<file path="src/rtl/buffer_drain_if.sv">
// buffer_drain_if: write-buffer, memory-write and status signals of buffer_drain
interface buffer_drain_if;
  logic        en;
  logic        empty;
  logic [31:0] buf_data;
  logic        rd;
  logic [31:0] mem_addr;
  logic [31:0] mem_data;
  logic        mem_wr;
  logic        mem_ack;
  logic        err_clr;
  logic        busy;
  logic        err;
  logic [15:0] wr_count;
  modport slave (
    input  en, empty, buf_data, mem_ack, err_clr,
    output rd, mem_addr, mem_data, mem_wr, busy, err, wr_count
  );
  modport master (
    output en, empty, buf_data, mem_ack, err_clr,
    input  rd, mem_addr, mem_data, mem_wr, busy, err, wr_count
  );
endinterface

</file>
<file path="src/rtl/buffer_drain.sv">
// buffer_drain: drains address/data word pairs from a write buffer into a memory write port
module buffer_drain #(
  parameter int TIMEOUT = 255
) (
  input logic           clk_i,
  input logic           rst_i,
  buffer_drain_if.slave bus
);
  typedef enum logic [2:0] {IDLE, A_RD, A_CAP, D_WAIT, D_RD, D_CAP, MEM_WR} state_t;
  state_t      state_q, state_d;
  logic        rd_q, rd_d, wr_q, wr_d, err_q, err_d;
  logic [15:0] cnt_q, cnt_d, timer_q, timer_d;
  logic [31:0] addr_q, addr_d, data_q, data_d;
  // sequence control: read address word, read data word, then hold the write until ack or timeout
  always_comb begin
    state_d = state_q;
    rd_d    = 1'b0;
    wr_d    = wr_q;
    err_d   = err_q & ~bus.err_clr;
    cnt_d   = cnt_q;
    addr_d  = addr_q;
    data_d  = data_q;
    timer_d = timer_q;
    case (state_q)
      IDLE:   if (bus.en && !bus.empty) begin
        rd_d    = 1'b1;
        state_d = A_RD;
      end
      A_RD:   state_d = A_CAP;
      A_CAP:  begin
        addr_d  = bus.buf_data;
        state_d = D_WAIT;
      end
      D_WAIT: if (!bus.empty) begin
        rd_d    = 1'b1;
        state_d = D_RD;
      end
      D_RD:   state_d = D_CAP;
      D_CAP:  begin
        data_d  = bus.buf_data;
        wr_d    = 1'b1;
        timer_d = '0;
        state_d = MEM_WR;
      end
      MEM_WR: if (bus.mem_ack) begin
        wr_d    = 1'b0;
        cnt_d   = cnt_q + 16'd1;
        state_d = IDLE;
      end else if (timer_q == 16'(TIMEOUT - 1)) begin
        wr_d    = 1'b0;
        err_d   = 1'b1;
        state_d = IDLE;
      end else begin
        timer_d = timer_q + 16'd1;
      end
      default: state_d = IDLE;
    endcase
  end
  // state and output registers, cleared asynchronously
  always_ff @(posedge clk_i or posedge rst_i) begin
    if (rst_i) begin
      state_q <= IDLE;
      rd_q    <= 1'b0;
      wr_q    <= 1'b0;
      err_q   <= 1'b0;
      cnt_q   <= '0;
      timer_q <= '0;
      addr_q  <= '0;
      data_q  <= '0;
    end else begin
      state_q <= state_d;
      rd_q    <= rd_d;
      wr_q    <= wr_d;
      err_q   <= err_d;
      cnt_q   <= cnt_d;
      timer_q <= timer_d;
      addr_q  <= addr_d;
      data_q  <= data_d;
    end
  end
  assign bus.rd       = rd_q;
  assign bus.mem_wr   = wr_q;
  assign bus.err      = err_q;
  assign bus.wr_count = cnt_q;
  assign bus.mem_addr = addr_q;
  assign bus.mem_data = data_q;
  assign bus.busy     = state_q != IDLE;
endmodule

</file>
<file path="src/flat_wrapper.sv">
// flat-port wrapper written by rule: the top's interface ports become plain ports
module buffer_drain_flat 
#(
  parameter int TIMEOUT = 255
)
  (clk_i, rst_i, bus_en, bus_empty, bus_buf_data, bus_mem_ack, bus_err_clr, bus_rd, bus_mem_addr, bus_mem_data, bus_mem_wr, bus_busy, bus_err, bus_wr_count);
  buffer_drain_if bus_i ();
  input logic clk_i;
  input logic rst_i;
  input wire logic [$bits(bus_i.en)-1:0] bus_en;
  input wire logic [$bits(bus_i.empty)-1:0] bus_empty;
  input wire logic [$bits(bus_i.buf_data)-1:0] bus_buf_data;
  input wire logic [$bits(bus_i.mem_ack)-1:0] bus_mem_ack;
  input wire logic [$bits(bus_i.err_clr)-1:0] bus_err_clr;
  output wire logic [$bits(bus_i.rd)-1:0] bus_rd;
  output wire logic [$bits(bus_i.mem_addr)-1:0] bus_mem_addr;
  output wire logic [$bits(bus_i.mem_data)-1:0] bus_mem_data;
  output wire logic [$bits(bus_i.mem_wr)-1:0] bus_mem_wr;
  output wire logic [$bits(bus_i.busy)-1:0] bus_busy;
  output wire logic [$bits(bus_i.err)-1:0] bus_err;
  output wire logic [$bits(bus_i.wr_count)-1:0] bus_wr_count;
  assign bus_i.en = bus_en;
  assign bus_i.empty = bus_empty;
  assign bus_i.buf_data = bus_buf_data;
  assign bus_i.mem_ack = bus_mem_ack;
  assign bus_i.err_clr = bus_err_clr;
  assign bus_rd = bus_i.rd;
  assign bus_mem_addr = bus_i.mem_addr;
  assign bus_mem_data = bus_i.mem_data;
  assign bus_mem_wr = bus_i.mem_wr;
  assign bus_busy = bus_i.busy;
  assign bus_err = bus_i.err;
  assign bus_wr_count = bus_i.wr_count;
  buffer_drain #(.TIMEOUT(TIMEOUT)) u_core (.clk_i(clk_i), .rst_i(rst_i), .bus(bus_i));
endmodule
</file>
<file path="config.mk">
export PLATFORM = sky130hd
export DESIGN_NAME = buffer_drain_flat
export DESIGN_NICKNAME = d
export VERILOG_FILES = /design/src/rtl/buffer_drain_if.sv /design/src/rtl/buffer_drain.sv /design/src/flat_wrapper.sv
export SDC_FILE = /design/constraint.sdc
export NUM_CORES = 1
export LEC_CHECK = 0
export CAP_MARGIN = 30
export CORE_UTILIZATION = 52
export DETAILED_ROUTE_END_ITERATION = 12
export PLACE_DENSITY = 0.86
export REMOVE_ABC_BUFFERS = 1
export SYNTH_ARGS = -nofsm -noshare
export SYNTH_HDL_FRONTEND = slang
export SYNTH_SLANG_ARGS = --single-unit
</file>
<file path="constraint.sdc">
create_clock -name clk_i -period 4.4 [get_ports clk_i]
set_clock_uncertainty 0.05 [all_clocks]
set_input_delay 0.44 -clock clk_i [delete_from_list [all_inputs] [get_ports clk_i]]
set_output_delay 0.44 -clock clk_i [all_outputs]
set_load 0.02 [all_outputs]
</file>
==> metrics.yaml, run 1 <==
worstMarginPinSlew_ns: 0.985
cp_max_fo: 10
yosysWarnings: 0
worstPathRequired_ns: 3.91
grt_pass1_vias: 3101
cts_tree: "yes"
final-instance-count-excl-fill: 568
nNetsFinal: 500
tns_ns: 0
layout_worst_path_cycle_share_pct: 52.7
max_stage_delay_ns: 0.55
drive_above_1_share_pct: 19.9
place_hpwl_mm: 6.80
synth-seq-cells: 102
num-fill-cells: 563
slew_headroom_pct: 34.1
clock_sinks: 102
drt_iter0_markers: 148
startpoint: "u_core.state_q[0]$_DFFE_PP0P_"
finalHoldViolCount: 0
synth_area_sq_um: 4360
io_buffers: 121
drc_errors: 0
dp.cells: 552
synth-main-ff-cell: "dfrtp_1"
hold_buffers: 0
synth_edf_count: 0
antenna_left: 0
die-area_sq_um: 8760
clock_path_buffers: 2
clk_latency_ns: 0.37
crit_slowest_cell: "clkdlybuf4s50_1"
cts.clk_slew.worst_paths_ns: 0.11
worstSetupPathType: "register to output port"
ios: 122
cp-start-kind: "register"
rr_endpoint: "u_core.timer_q[1]$_DFFE_PP0P_"
fmax_ghz: 0.431
drt_pre_antenna_iters: 5
die_x_microns: 93.6
syn_inst: 338
arrival_ns: 1.83
crit_chain: "or3_1 -> clkdlybuf4s50_1"
routedWlPerCell_microns: 17.0
wl_mm: 9.63
power.total_mw: 4.01
dpl_cell_area_sq_um: 5660
ys_seq_area_share_pct: 58.5
floorplan.initialDensity_pct: 53.4
grt_max_degree: 80
post-route-min-period_ns: 2.32
maxSlewViolCount: 0
antenna_found_initial: 0
multi_input_area_sq_um: 1690
cts-root-buf: "clkbuf_8"
diodes: 0
p_leak_nw: 2.45
peakVddDrop_mv: 0.286
synth.distinct_cells: 46
die_y_microns: 93.6
grt_pass1_wl_mm: 15.4
syn_area_per_cell_sq_um: 12.9
rsz0062_at_grt: "no"
syn2layout_area_growth_pct: 34.2
core_sq_um: 8180
cts_setup_buffers: 0
r2r-start: "u_core.state_q[2]$_DFFE_PP0P_"
cts_buffers: 9
outcome: "finished, final reports clean"
r2r_slack_ns: 2.11
post-route-cell-area_sq_um: 5850
num_rows: 33
register_area_sq_um: 2550
vias: 3182
cts_resized: 0
hp-class: "input pin to asynchronous set/reset pin"
power_density_nw_per_um2: 686
place_congestion: 0.881
grt_usage_pct: 22.8
grt_overflow: 0
async_reset_ff_share_pct: 100
maxCapViolations: 0
r2r_cells: 4
setup_viol: 0
worstSetupEndpointType: "output port"
vias_per_cell: 5.60
cts_max_level: 3
-- kinds of logic (layout without fill, tap and decap cells) --
logic type,Yosys count,in the layout,share of synthesized area [%]
muxes,66,66,17.0
xor gates and xnor gates,15,15,3.01
AOI/OAI and AO/OA,49,49,7.40
adders and majority gates,3,3,0.860
buffers and inverters,28,153,2.93
and+or+nand+nor,75,75,10.3
DFF,102,102,58.5
-- critical path: cells and delay by family, from the launching register on --
family / cells / cell delay (ns)
simple gates: 1 / 0.40
flops: 1 / 0.51
buf+inv: 1 / 0.55
-- Yosys cell counts, types with 4 or more instances --
cell type	instances	share of area, %
inv_1	13	1.1
dfrtp_1	102	59
o21a_1	6	1.0
buf_2	9	1.0
o21ai_0	4	0.46
nor3_1	10	1.1
nor2_1	10	0.86
a31oi_1	15	2.2
clkbuf_1	4	0.34
xor2_1	7	1.4
nand3_1	12	1.4
xnor2_1	8	1.6
nand2_1	11	0.95
mux2_2	66	17
a21oi_1	10	1.1
nand4_1	8	1.1
-- per-layer routing --
layer | share of wire, % | track usage (%) | vias to the layer above | routed length [microns]
li1 | - | - | 1457 | -
met1 | 44 | 29.6 | 1576 | 4190
met2 | 49 | 38.8 | 128 | 4710
met3 | 5.7 | 3.66 | 21 | 545
met4 | 1.9 | 8.21 | 0 | 187
met5 | 0 | 0 | - | 0
-- worst max-delay path by stage --
stage                                          end  slack, ns  cells after the start
detailed placement   u_core.timer_q[1]$_DFFE_PP0P_       2.12                      4
CTS                                       bus_busy       2.06                      2
global placement     u_core.timer_q[1]$_DFFE_PP0P_       2.21                      4
floorplan                 u_core.bus.err$_DFF_PP0_       1.23                      1
finish                                    bus_busy       2.08                      2
global route        u_core.timer_q[12]$_DFFE_PP0P_       1.90                      6
-- stage by stage --
stage	worst slack, ns	hold WS, ns	util, %
after floorplan	1.23	0.405	-
after global placement	2.21	0.406	69.2
after detailed placement	2.12	0.414	69.2
after CTS	2.06	0.427	71.3
after global routing	1.90	0.425	71.6
final	2.08	0.392	71.6
-- report_power, final --
| group | internal [mW] | switching [mW] |
|---|---|---|
| combinational | 1.01 | 0.896 |
| clock | 0.212 | 0.337 |
| sequential | 1.30 | 0.260 |
| total | 2.52 | 1.49 |
-- final cells by class --
type | instances | share of cell area [%]
clock buffers | 9 | 2.12
clock inverters | 6 | 0.876
inverters | 13 | 0.876
multi-input cells | 208 | 28.9
flip-flops and latches | 102 | 43.6
well taps | 105 | 2.24
repair buffers | 125 | 21.4
-- layout by cell type (no fill, tap or decap), drive strengths merged, types with 4 or more instances in the layout --
cell type / n
clkdlybuf4s50: 121
dfrtp: 102
mux2: 66
inv: 17
a31oi: 15
nand3: 12
nand2: 11
a21oi: 10
nor2: 10
nor3: 10
clkbuf: 9
nand4: 8
xnor2: 8
xor2: 7
o21a: 6
o21ai: 5
nor4: 4
buf: 4
-- flip-flops by register name, indices dropped and copies added (netlist names) --
| register | flops |
|---|---|
| u_core.bus.rd | 1 |
| u_core.state_q | 3 |
| u_core.bus.mem_wr | 1 |
| u_core.bus.err | 1 |
| u_core.bus.mem_addr | 32 |
| u_core.timer_q | 16 |
| u_core.bus.wr_count | 16 |
| u_core.bus.mem_data | 32 |
No activity file was read; power rests on OpenSTA's default activity.
==> inputs of run 2 (changes only) <==
--- a/config.mk
+++ b/config.mk
@@ -6,9 +6,9 @@
 export NUM_CORES = 1
 export LEC_CHECK = 0
 export CAP_MARGIN = 30
-export CORE_UTILIZATION = 52
+export CORE_UTILIZATION = 48
 export DETAILED_ROUTE_END_ITERATION = 12
-export PLACE_DENSITY = 0.86
+export PLACE_DENSITY = 0.8
 export REMOVE_ABC_BUFFERS = 1
 export SYNTH_ARGS = -nofsm -noshare
 export SYNTH_HDL_FRONTEND = slang
==> constraint.sdc (replaced) <==
create_clock -name clk_i -period 2.2 [get_ports clk_i]
set_clock_uncertainty 0.05 [all_clocks]
set_input_delay 0.22 -clock clk_i [delete_from_list [all_inputs] [get_ports clk_i]]
set_output_delay 0.22 -clock clk_i [all_outputs]
set_load 0.02 [all_outputs]
==> metrics.yaml, run 2 (synthesis gave the netlist of run 1 again) <==
cts_tree: "yes"
hp-class: "input pin to asynchronous set/reset pin"
worstSetupPathType: "register to output port"
pre_cts_slack_ns: 0.289
crit_slowest_cell: "clkdlybuf4s50_1"
place_hpwl_mm: 6.49
worstPathRequired_ns: 1.93
clkPwrFrac_pct: 13.8
rsz0062_at_grt: "no"
place_congestion: 0.848
die_y_microns: 97.3
cts-root-buf: "clkbuf_8"
wl_met1_mm: 4.37
grt_usage_pct: 20.6
final_common_cell: "clkdlybuf4s50_1"
sequentialPowerShare_pct: 38.2
p_int_mw: 5.14
maxSlewViolCount: 0
p_leak_nw: 2.48
fmax_ghz: 0.473
vias: 3178
drive_above_1_share_pct: 20.7
tns_ns: 0
post-route-min-period_ns: 2.12
cp_max_fo: 13
wl_mm: 9.31
path_buf_inv: 1
routedWlPerCell_microns: 16.1
swShare_pct: 36.4
crit_chain: "or3_1 -> clkdlybuf4s50_1"
grt_max_degree: 103
cts_setup_buffers: 0
clk_latency_ns: 0.36
worstMarginPinSlew_ns: 0.524
diodes: 0
maxCapViolations: 0
peakVddDrop_mv: 0.780
drc_errors: 0
layout_worst_path_cycle_share_pct: 96.2
top_layer_used: "met4"
cp-start-kind: "register"
finalHoldViolCount: 0
max_stage_delay_ns: 0.56
core_sq_um: 8760
wl_met2_mm: 4.34
final-instance-count-excl-fill: 577
r2r_slack_ns: 0.30
drt_iter0_markers: 120
cts_max_level: 3
die_x_microns: 97.3
power.total_mw: 8.07
vias_per_cell: 5.51
antenna_found_initial: 0
grt_overflow: 0
whs_ns: 0.274
num_rows: 34
setup_viol: 0
nNetsFinal: 505
hold_buffers: 0
slew_headroom_pct: 65.1
p_comb_share_pct: 48.1
cts.clk_slew.worst_paths_ns: 0.10
antenna_left: 0
cts_buffers: 9
power_density_nw_per_um2: 1360
ios: 122
drt_pre_antenna_iters: 4
clock_sinks: 102
floorplan.initialDensity_pct: 49.8
wl_met3_microns: 474
outcome: "finished, final reports clean"
cts_resized: 0
dp.cells: 561
arrival_ns: 1.85
grt_pass1_vias: 3048
io_buffers: 121
p_sw_mw: 2.94
setup_slack_ns: 0.0837
syn2layout_area_growth_pct: 35.9
worstSetupEndpointType: "output port"
crit_family: "buffers and inverters"
layout.cells.most_common_list: "clkdlybuf4s50_1 (121), dfrtp_1 (102), mux2_2 (66)"
clock_path_buffers: 2
grt_pass1_wl_mm: 15.5
die-area_sq_um: 9480
run 2: area by class of cell:
type                    instances  area, sq um
clock buffers                  11          141
clock inverters                 5         42.5
fillers                       622         2840
inverters                      13         51.3
multi-input cells             208         1690
flip-flops and latches        102         2550
well taps                     108          135
repair buffers                130         1320
run 2: stage by stage:
| step | instance area [sq um] | util, % |
|---|---|---|
| floorplan | 4280 | - |
| global placement | 5740 | 65.5 |
| detailed placement | 5740 | 65.5 |
| CTS | 5930 | 67.6 |
| global route | 5930 | 67.6 |
| finish | 5930 | 67.6 |
run 2: power by group through the flow:
stage	combinational [mW]	sequential [mW]	clock [mW]
CTS	3.92	3.09	1.14
detailed placement	3.92	3.13	0
floorplan	1.28	3.87	0
global placement	3.84	3.08	0
finish	3.88	3.08	1.11
global route	4.10	3.19	1.23
run 2: final timing paths:
check | startpoint | end | cells past startpoint
setup reg to reg | u_core.timer_q[0]$_DFFE_PP0P_ | u_core.timer_q[12]$_DFFE_PP0P_ | 7
min in group clk_i | bus_err_clr | u_core.bus.err$_DFF_PP0_ | 2
hold reg to reg | u_core.bus.wr_count[15]$_DFFE_PP0P_ | u_core.bus.wr_count[15]$_DFFE_PP0P_ | 1
max in group asynchronous | rst_i | u_core.timer_q[0]$_DFFE_PP0P_ | 3
setup / recovery | u_core.state_q[1]$_DFFE_PP0P_ | bus_busy | 2
hold / removal | rst_i | u_core.bus.mem_addr[4]$_DFFE_PP0P_ | 3
run 2: tightest hold or removal path, stage by stage:
cell and delay (ns):
clkdlybuf4s50_1 0.44, inv_4 0.07, buf_12 0.41
run 2: per-layer routing:
metal,vias to the layer above,GRT usage [%]
met5,-,0
met4,0,7.69
met3,12,4.03
met2,121,32.0
met1,1569,29.0
li1,1476,-
